## src/rtl/branch_predictor_pkg.sv

```systemverilog
// Shared types and constants for the branch predictor: table geometry, PC bit
// positions, counter init value, FSM states and the registered prediction.
package branch_predictor_pkg;
    localparam int SIZE_PC       = 32;
    localparam int PHT_DEPTH_DEF = 256;
    localparam int BTB_DEPTH_DEF = 64;
    localparam int TAG_W_DEF     = 8;
    localparam int PHT_IDX_LSB   = 2;
    localparam int BTB_IDX_LSB   = 2;
    localparam int TAG_LSB       = 8;
    localparam int PC_STEP       = 8;

    localparam logic [1:0] CTR_INIT = 2'b01;

    typedef enum logic {
        ST_INIT = 1'b0,
        ST_RUN  = 1'b1
    } bp_state_e;

    typedef struct packed {
        logic               vld;
        logic               dir;
        logic               hit;
        logic [SIZE_PC-1:0] target;
    } pred_t;

    function automatic logic [1:0] ctr_next(input logic [1:0] ctr, input logic taken);
        if (taken) return (ctr == 2'b11) ? ctr : ctr + 2'b01;
        return (ctr == 2'b00) ? ctr : ctr - 2'b01;
    endfunction
endpackage

```

## src/rtl/bp_btb.sv

```systemverilog
// Branch target buffer: direct-mapped storage with combinational tag compare
// and a single synchronous write port. Storage is cleared only by the owner.
module bp_btb #(
    parameter int DEPTH = 64,
    parameter int IW    = 6,
    parameter int TAG_W = 8,
    parameter int PC_W  = 32
) (
    input  logic             clk,
    input  logic [IW-1:0]    rd_idx_i,
    input  logic [TAG_W-1:0] rd_tag_i,
    output logic             hit_o,
    output logic             cond_o,
    output logic [PC_W-1:0]  target_o,
    input  logic             we_i,
    input  logic [IW-1:0]    wr_idx_i,
    input  logic             wr_valid_i,
    input  logic [TAG_W-1:0] wr_tag_i,
    input  logic             wr_cond_i,
    input  logic [PC_W-1:0]  wr_target_i
);
    logic             valid_q  [DEPTH];
    logic [TAG_W-1:0] tag_q    [DEPTH];
    logic             cond_q   [DEPTH];
    logic [PC_W-1:0]  target_q [DEPTH];

    always_ff @(posedge clk) begin
        if (we_i) begin
            valid_q[wr_idx_i]  <= wr_valid_i;
            tag_q[wr_idx_i]    <= wr_tag_i;
            cond_q[wr_idx_i]   <= wr_cond_i;
            target_q[wr_idx_i] <= wr_target_i;
        end
    end

    // Reads see the contents before this cycle's write lands.
    assign hit_o    = valid_q[rd_idx_i] && (tag_q[rd_idx_i] == rd_tag_i);
    assign cond_o   = cond_q[rd_idx_i];
    assign target_o = target_q[rd_idx_i];
endmodule

```

## src/rtl/branch_predictor.sv

```systemverilog
// Bimodal branch predictor: 2-bit counter PHT plus BTB, one-cycle lookup,
// with an INIT sweep that initialises both tables after every reset.
module branch_predictor
    import branch_predictor_pkg::*;
#(
    parameter int PHT_DEPTH = PHT_DEPTH_DEF,
    parameter int BTB_DEPTH = BTB_DEPTH_DEF,
    parameter int TAG_W     = TAG_W_DEF
) (
    input  logic               clk,
    input  logic               reset_n,
    input  logic               fetchValid_i,
    input  logic [SIZE_PC-1:0] fetchPC_i,
    input  logic               flush_i,
    output logic               predValid_o,
    output logic               predDir_o,
    output logic [SIZE_PC-1:0] predTarget_o,
    output logic               btbHit_o,
    input  logic               updValid_i,
    input  logic [SIZE_PC-1:0] updPC_i,
    input  logic               updCond_i,
    input  logic               updDir_i,
    input  logic [SIZE_PC-1:0] updTarget_i,
    output logic               ready_o
);
    localparam int PHT_IW = $clog2(PHT_DEPTH);
    localparam int BTB_IW = $clog2(BTB_DEPTH);
    localparam logic [PHT_IW:0] IDX_END = (PHT_IW+1)'(PHT_DEPTH);
    localparam logic [PHT_IW:0] BTB_END = (PHT_IW+1)'(BTB_DEPTH);
    localparam logic [PHT_IW:0] IDX_ONE = (PHT_IW+1)'(1);

    bp_state_e       state_q, state_d;
    logic [PHT_IW:0] idx_q, idx_d;
    pred_t           pred_q, pred_d;
    logic [1:0]      pht_q [PHT_DEPTH];

    logic              run, init_wr;
    logic [PHT_IW-1:0] f_pht_idx, u_pht_idx;
    logic [BTB_IW-1:0] f_btb_idx, u_btb_idx;
    logic [SIZE_PC-1:0] pc_plus8;

    logic               btb_hit, btb_cond;
    logic [SIZE_PC-1:0] btb_target;
    logic               btb_we, btb_wr_valid;
    logic [BTB_IW-1:0]  btb_wr_idx;
    logic               unused_upd_pc;

    assign run       = (state_q == ST_RUN);
    assign init_wr   = !run && (idx_q < IDX_END);
    assign f_pht_idx = fetchPC_i[PHT_IDX_LSB +: PHT_IW];
    assign u_pht_idx = updPC_i[PHT_IDX_LSB +: PHT_IW];
    assign f_btb_idx = fetchPC_i[BTB_IDX_LSB +: BTB_IW];
    assign u_btb_idx = updPC_i[BTB_IDX_LSB +: BTB_IW];
    assign pc_plus8  = fetchPC_i + SIZE_PC'(PC_STEP);
    assign unused_upd_pc = ^updPC_i;

    // One extra cycle after the last index so ready rises PHT_DEPTH+1 cycles out.
    always_comb begin
        state_d = state_q;
        idx_d   = idx_q;
        unique case (state_q)
            ST_INIT: begin
                if (idx_q == IDX_END) state_d = ST_RUN;
                else                  idx_d   = idx_q + IDX_ONE;
            end
            ST_RUN:  state_d = ST_RUN;
            default: state_d = ST_INIT;
        endcase
    end

    always_ff @(posedge clk or negedge reset_n) begin
        if (!reset_n) begin
            state_q <= ST_INIT;
            idx_q   <= '0;
            pred_q  <= '0;
        end else begin
            state_q <= state_d;
            idx_q   <= idx_d;
            pred_q  <= pred_d;
        end
    end

    always_ff @(posedge clk) begin
        if (init_wr)
            pht_q[idx_q[PHT_IW-1:0]] <= CTR_INIT;
        else if (run && updValid_i && updCond_i)
            pht_q[u_pht_idx] <= ctr_next(pht_q[u_pht_idx], updDir_i);
    end

    always_comb begin
        btb_we       = 1'b0;
        btb_wr_idx   = u_btb_idx;
        btb_wr_valid = 1'b1;
        if (init_wr) begin
            btb_we       = (idx_q < BTB_END);
            btb_wr_idx   = idx_q[BTB_IW-1:0];
            btb_wr_valid = 1'b0;
        end else if (run && updValid_i) begin
            btb_we = updDir_i || !updCond_i;
        end
    end

    bp_btb #(
        .DEPTH (BTB_DEPTH),
        .IW    (BTB_IW),
        .TAG_W (TAG_W),
        .PC_W  (SIZE_PC)
    ) u_btb (
        .clk         (clk),
        .rd_idx_i    (f_btb_idx),
        .rd_tag_i    (fetchPC_i[TAG_LSB +: TAG_W]),
        .hit_o       (btb_hit),
        .cond_o      (btb_cond),
        .target_o    (btb_target),
        .we_i        (btb_we),
        .wr_idx_i    (btb_wr_idx),
        .wr_valid_i  (btb_wr_valid),
        .wr_tag_i    (updPC_i[TAG_LSB +: TAG_W]),
        .wr_cond_i   (updCond_i),
        .wr_target_i (updTarget_i)
    );

    always_comb begin
        pred_d = '0;
        if (fetchValid_i && run) begin
            pred_d.vld    = 1'b1;
            pred_d.hit    = btb_hit;
            pred_d.target = pc_plus8;
            if (btb_hit) begin
                pred_d.dir = btb_cond ? pht_q[f_pht_idx][1] : 1'b1;
                if (pred_d.dir) pred_d.target = btb_target;
            end
        end
    end

    // Flush kills the in-flight prediction combinationally; all fields zero when invalid.
    assign predValid_o  = pred_q.vld && !flush_i;
    assign predDir_o    = pred_q.dir && predValid_o;
    assign btbHit_o     = pred_q.hit && predValid_o;
    assign predTarget_o = predValid_o ? pred_q.target : '0;
    assign ready_o      = run;
endmodule

```

## config.mk

```make
export PLATFORM = sky130hd
export DESIGN_NAME = branch_predictor
export DESIGN_NICKNAME = d
export VERILOG_FILES = /design/src/rtl/branch_predictor_pkg.sv /design/src/rtl/bp_btb.sv /design/src/rtl/branch_predictor.sv
export SDC_FILE = /design/constraint.sdc
export NUM_CORES = 2
export LEC_CHECK = 0
export CAP_MARGIN = 20
export CORE_ASPECT_RATIO = 0.8
export CORE_UTILIZATION = 45
export DETAILED_ROUTE_END_ITERATION = 16
export PLACE_DENSITY = 0.57
export SYNTH_ARGS = -nofsm -noshare
export SYNTH_HDL_FRONTEND = slang
export SYNTH_SLANG_ARGS = --single-unit
```

## constraint.sdc

```tcl
create_clock -name clk -period 18.1 [get_ports clk]
set_input_delay 2.715 -clock clk [delete_from_list [all_inputs] [get_ports clk]]
set_output_delay 2.715 -clock clk [all_outputs]
set_load 0.03 [all_outputs]
```

# Yosys cells after proc, flatten, opt, wreduce, memory -nomap -nowiden
# Memory sizes are Yosys's and may differ from the RTL's.
# Cells that the tools add are included.
[classes]
n_addsub = 4
bitwise_logic = 2
mux = 31
eq_ne = 3
n_reduce_logical = 15
magnitude_cmp = 2
[ops]
columns = ["cell", "count"]
rows = [
  ["$mux 32", 3],
  ["$mux 35", 1],
  ["$add 32x4->32 const B", 1],
  ["$mux 1", 17],
  ["$mux 2", 7],
  ["$add 9x1->9 const B", 1],
  ["$eq 9x9->1 const B", 1],
  ["$lt 9x7->1 const B", 1],
  ["$lt 9x9->1 const B", 1],
  ["$eq 8x8->1", 1],
  ["$logic_and 1x1->1", 8],
  ["$mux 8", 1],
  ["$mux 6", 1],
  ["$logic_not 1->1", 3],
  ["$add 2x1->2 const B", 1],
  ["$eq 2x2->1 const B", 1],
  ["$logic_not 2->1", 1],
  ["$not 1->1", 2],
  ["$pmux 1 s2", 1],
  ["$reduce_and 2->1", 1],
  ["$reduce_or 2->1", 1],
  ["$sub 2x1->2 const B", 1],
  ["$logic_or 1x1->1", 1],
]
[word_totals]
ram_bits = 3200
wordCells = 68
regBits = 45
n_memories = 5
input_bits = 103
output_inout_bits = 36
[mem_list]
columns = ["memory", "words", "width", "read_ports", "rd_ports_with_merged_regs", "wr", "line_no", "text"]
rows = [
  ["u_btb.target_q", 64, 32, 1, 0, 1, "bp_btb.sv:25", "logic [PC_W-1:0] target_q [DEPTH];"],
  ["pht_q", 256, 2, 2, 0, 1, "branch_predictor.sv:35", "logic [1:0] pht_q [PHT_DEPTH];"],
  ["u_btb.tag_q", 64, 8, 1, 0, 1, "bp_btb.sv:23", "logic [TAG_W-1:0] tag_q [DEPTH];"],
  ["u_btb.cond_q", 64, 1, 1, 0, 1, "bp_btb.sv:24", "logic cond_q [DEPTH];"],
  ["u_btb.valid_q", 64, 1, 1, 0, 1, "bp_btb.sv:22", "logic valid_q [DEPTH];"],
]

# Logic depth before layout (Yosys ltp)
[logic_depth]
ltp_word = 8
mapped_depth = 20
mapped_depth_nobuf = 9

# Hierarchy
# Synthesis repeated with hierarchy kept, for this count alone.
[hier_totals]
cells_unflattened = 5824
area_unflattened_um2 = 128504.5
[by_module_without_submodules]
columns = ["module", "cells_each", "seq_area_each_um2", "area_per_inst_um2", "instances"]
rows = [
  ["bp_btb", 4159, 80717.4, 102761.1, 1],
  ["branch_predictor", 1665, 16500.8, 25743.4, 1],
]

# Worst setup path before layout
# Ideal clock, no wire load.
[synth_path]
kind = "input -> register"
from = "input port updPC_i[5]"
to = "memory pht_q[0][1] (data pin)"
t_required_ns = 16.527
arrival_time_ns = 11.459
setup_slack_ns = 5.068
setup_ns = 1.573
cell_stages = 7
path_cell_list = "clkbuf_1 > buf_1 > mux4_2 > mux4_2 > mux4_2 > o21ai_0 > a21oi_1"
[synth_between]
elab_chain_cells = 8
word_cells_on_any_way = 12
[synth_lines]
columns = ["item", "line_no", "text"]
rows = [
  ["start, declared", "branch_predictor.sv:20", "input logic [SIZE_PC-1:0] updPC_i,"],
  ["$mem_v2 256x2 *", "n/a", ""],
  ["$add 2x1->2 / $eq 2x2->1 (equally long branches)", "branch_predictor_pkg.sv:28", "if (taken) return (ctr == 2'b11) ? ctr : ctr + 2'b01;"],
  ["$mux 2 (2 in series)", "branch_predictor_pkg.sv:28", ""],
  ["$mux 2 *", "branch_predictor_pkg.sv:29", "return (ctr == 2'b00) ? ctr : ctr - 2'b01;"],
  ["$mux 2 *", "branch_predictor.sv:86", "else if (run && updValid_i && updCond_i)"],
  ["$mux 2 *", "branch_predictor.sv:84", "if (init_wr)"],
  ["$mux 2 (no source line) *", "n/a", ""],
  ["end, declared", "branch_predictor.sv:35", ""],
]
# Every way passes the cells marked *; elsewhere a longest branch is shown, timed or not. The select of a mux whose other input is x is not followed.

==> flow_summary.json <==
{
  "globalRoute.totalOverflow": 0,
  "routed_wl_um": 370000,
  "violations": "DRC",
  "h-tree-depth": 5,
  "dp_hpwl_um": 196000,
  "status": "finished, violations left",
  "rsz0062_at_grt": "no",
  "dieHeight_um": 480,
  "grt_pass1_vias": 64900,
  "final.setup.worst_slack_ns": 10.42,
  "synth_adder_area_share_pct": 0.0369,
  "antenna_found_initial": 21,
  "clkSinkCount": 3245,
  "rr_startpoint": "ready_o$_DFF_PN0_",
  "clockBufferDepth": 4,
  "synthXorXnorAreaFrac_pct": 0.258,
  "area_growth_pct": 13.0,
  "startpoint": "fetchPC_i[3]",
  "numPortBuffers": 120,
  "cp.arrival_ns": 8.44,
  "required_ns": 18.85,
  "synth_area_leader_cell": "edfxtp_1",
  "ios": 139,
  "synthArstFlopShare_pct": 1.39,
  "ys_warn_count": 0,
  "synth.most_common_cell": "edfxtp_1",
  "p_leak_nw": 44.9,
  "muxShareOfSynthArea_pct": 17.9,
  "synthSimpleGateAreaFrac_pct": 2.41,
  "syn_area_um2": 129000,
  "cts_hold_buffers": 0,
  "ff2ff_path_depth": 7,
  "vias": 65300,
  "drv_slew": 0,
  "max_slew_margin_pct": 19.5,
  "cts-resized-gates": 0,
  "crit_fanout": 48,
  "nets": 6408,
  "fp.dieArea_um2": 288000,
  "dieWidth_um": 600,
  "viasPerCell": 6.30,
  "clk_pin_slew_ns": 0.06,
  "hold_violations": 0,
  "synth_edf_count": 3200,
  "cts_root_buffer": "clkbuf_16",
  "min_period_ns": 7.68,
  "synth_top_area_share_pct": 74.6,
  "setup_viol": 0,
  "postSynthNetCount": 6117,
  "synth_top_family_by_area": "multiplexers",
  "post_dp_cell_area_um2": 135000,
  "synthCells": 6011,
  "avgSynthCellArea_um2": 21.4,
  "ys_seq_area_share_pct": 75.5,
  "grt_usage_pct": 25.6,
  "worst_pin_slew_ns": 1.21,
  "finalCritPeriodShare_pct": 42.4,
  "fmax_ghz": 0.130,
  "ant_nets": 0,
  "yosys-top-cells-area": "edfxtp_1 75%, mux4_2 15%, mux2i_1 1.6%",
  "wl_per_cell_um": 35.7,
  "num_rows": 175,
  "crit_end": "pred_q[5]$_DFF_PN0_",
  "yosys-top-cells-count": "3200 x edfxtp_1, 852 x mux4_2, 350 x nor2_1",
  "ys.flop_type": "edfxtp_1",
  "firstDrtPassIters": 11,
  "worstReg2RegEnd": "u_btb.target_q[9][22]$_DFFE_PP_",
  "setup_tns_ns": 0,
  "synth_cell_types": 84,
  "vdd_drop_max_mv": 0.0945,
  "core_um2": 284000,
  "synth_compound_area_share_pct": 2.38,
  "place_ws_ns": 9.25,
  "clk_latency_ns": 0.88,
  "fillCellCount": 22300,
  "drive_above_1_share_pct": 27.2,
  "stdcell_area_um2": 145000,
  "grt_pass1_wl_um": 512000,
  "min_path_type": "reg2reg",
  "worstSetupEndpointType": "flop",
  "gp_congestion": 0.806,
  "finClkSkew_ns": 0.0677,
  "grt_max_degree": 125,
  "start_util_pct": 45.3,
  "instances_no_fill": 10400,
  "maxCapViolCount": 0,
  "synth-seq-cells": 3245,
  "cts_setup_buffers": 0,
  "critPathKind": "in2reg",
  "drt_iter0_drc": 8855,
  "cts_buffers": 329,
  "r2r_slack_ns": 12.44,
  "hold_slack_ns": 0.511,
  "drc": 6,
  "dp.cells": 9758,
  "p_per_area_nw_per_um2": 107,
  "crit_path_start_kind": "input pin",
  "cts_tree": "built"
}
[metal layers]
| layer | GRT usage (%) | wire length, um | vias to the layer above | share of wire, % |
|---|---|---|---|---|
| met2 | 38.7 | 168000 | 3158 | 46 |
| met3 | 4.49 | 32500 | 556 | 8.8 |
| met4 | 6.63 | 10700 | 4 | 2.9 |
| met5 | 0 | 33 | - | 0.0089 |
| li1 | - | - | 25900 | - |
| met1 | 38.6 | 158000 | 35700 | 43 |
[power by group]
part | leakage, nW | internal, mW | switching, mW
Clock | 5.01 | 3.77 | 2.84
Combinational | 10.6 | 0.251 | 0.418
Sequential | 29.3 | 8.23 | 0.00112
[registers in the layout (all words and copies together) (netlist names)]
signal,cells
u_btb.cond_q,64
idx_q,9
u_btb.tag_q,512
pht_q,512
ready_o,1
u_btb.valid_q,64
pred_q,35
u_btb.target_q,2048
[worst max-delay path, cell delays in order]
cell and delay, ns:
buf_8 0.35, buf_4 0.68, buf_4 0.53, nand3b_1 0.63, o221ai_1 0.38, a2111oi_0 0.09, a31oi_1 0.68, a31oi_1 0.22
or3_4 0.44, nor4b_4 0.54, nand3_2 0.52, a211oi_1 0.47
[cells in the final DEF, fill, tap and decap left out, types with 20 or more instances in the layout]
| cell | count |
|---|---|
| clkbuf_1 | 67 |
| mux4_2 | 852 |
| mux2i_1 | 207 |
| dfrtp_1 | 45 |
| a21oi_1 | 79 |
| xnor2_1 | 25 |
| clkinv_2 | 55 |
| buf_12 | 20 |
| o21ai_0 | 66 |
| nand2_1 | 137 |
| a211oi_1 | 38 |
| mux2_2 | 128 |
| nor2_4 | 64 |
| clkinv_1 | 67 |
| clkdlybuf4s50_1 | 68 |
| clkbuf_16 | 336 |
| buf_2 | 44 |
| o221ai_1 | 20 |
| nand3_1 | 44 |
| nor2_1 | 286 |
| bufinv_16 | 25 |
| nor3_1 | 24 |
| a22oi_1 | 48 |
| and2_1 | 40 |
| buf_4 | 175 |
| edfxtp_1 | 3200 |
| o22ai_1 | 113 |
[cell families (layout without fill, tap and decap cells)]
kind of cell | count (synthesis) | in the layout
other | 0 | 8
buffers and inverters | 376 | 913
muxes | 1202 | 1202
adders and majority gates | 4 | 4
xor gates and xnor gates | 38 | 38
DFF | 3245 | 3245
and+or+nand+nor | 694 | 694
AOI/OAI and AO/OA | 452 | 452
[area by class of cell]
| class | instances | area [um^2] | area share (%) |
|---|---|---|---|
| tap | 3805 | 4760 | 3.27 |
| timing repair buffer | 324 | 3000 | 2.06 |
| antenna | 8 | 20.0 | 0.0138 |
| multi-input combinational | 2390 | 30200 | 20.8 |
| inverter | 12 | 45.0 | 0.0310 |
| clock buffer | 408 | 8730 | 6.00 |
| clock inverter | 169 | 1500 | 1.03 |
| sequential | 3245 | 97200 | 66.8 |
[worst min-delay path by stage]
stage                         startpoint                    to  cells past startpoint
CTS                 idx_q[8]$_DFFE_PN0P_  idx_q[8]$_DFFE_PN0P_                      1
finish              idx_q[8]$_DFFE_PN0P_  idx_q[8]$_DFFE_PN0P_                      1
detailed placement  idx_q[8]$_DFFE_PN0P_  idx_q[8]$_DFFE_PN0P_                      1
global route        idx_q[8]$_DFFE_PN0P_  idx_q[8]$_DFFE_PN0P_                      1
floorplan           idx_q[8]$_DFFE_PN0P_  idx_q[8]$_DFFE_PN0P_                      1
global placement    idx_q[8]$_DFFE_PN0P_  idx_q[8]$_DFFE_PN0P_                      1
[per-stage QoR]
| stage | power (mW) | utilization [%] |
|---|---|---|
| 2_1_floorplan | 8.78 | - |
| 3_3_place_gp | 9.05 | 47.3 |
| 3_5_place_dp | 9.06 | 47.4 |
| 4_1_cts | 15.6 | 51.0 |
| 5_1_grt | 15.9 | 51.1 |
| 6_report | 15.5 | 51.1 |
Power figures use the tool's default switching activity.
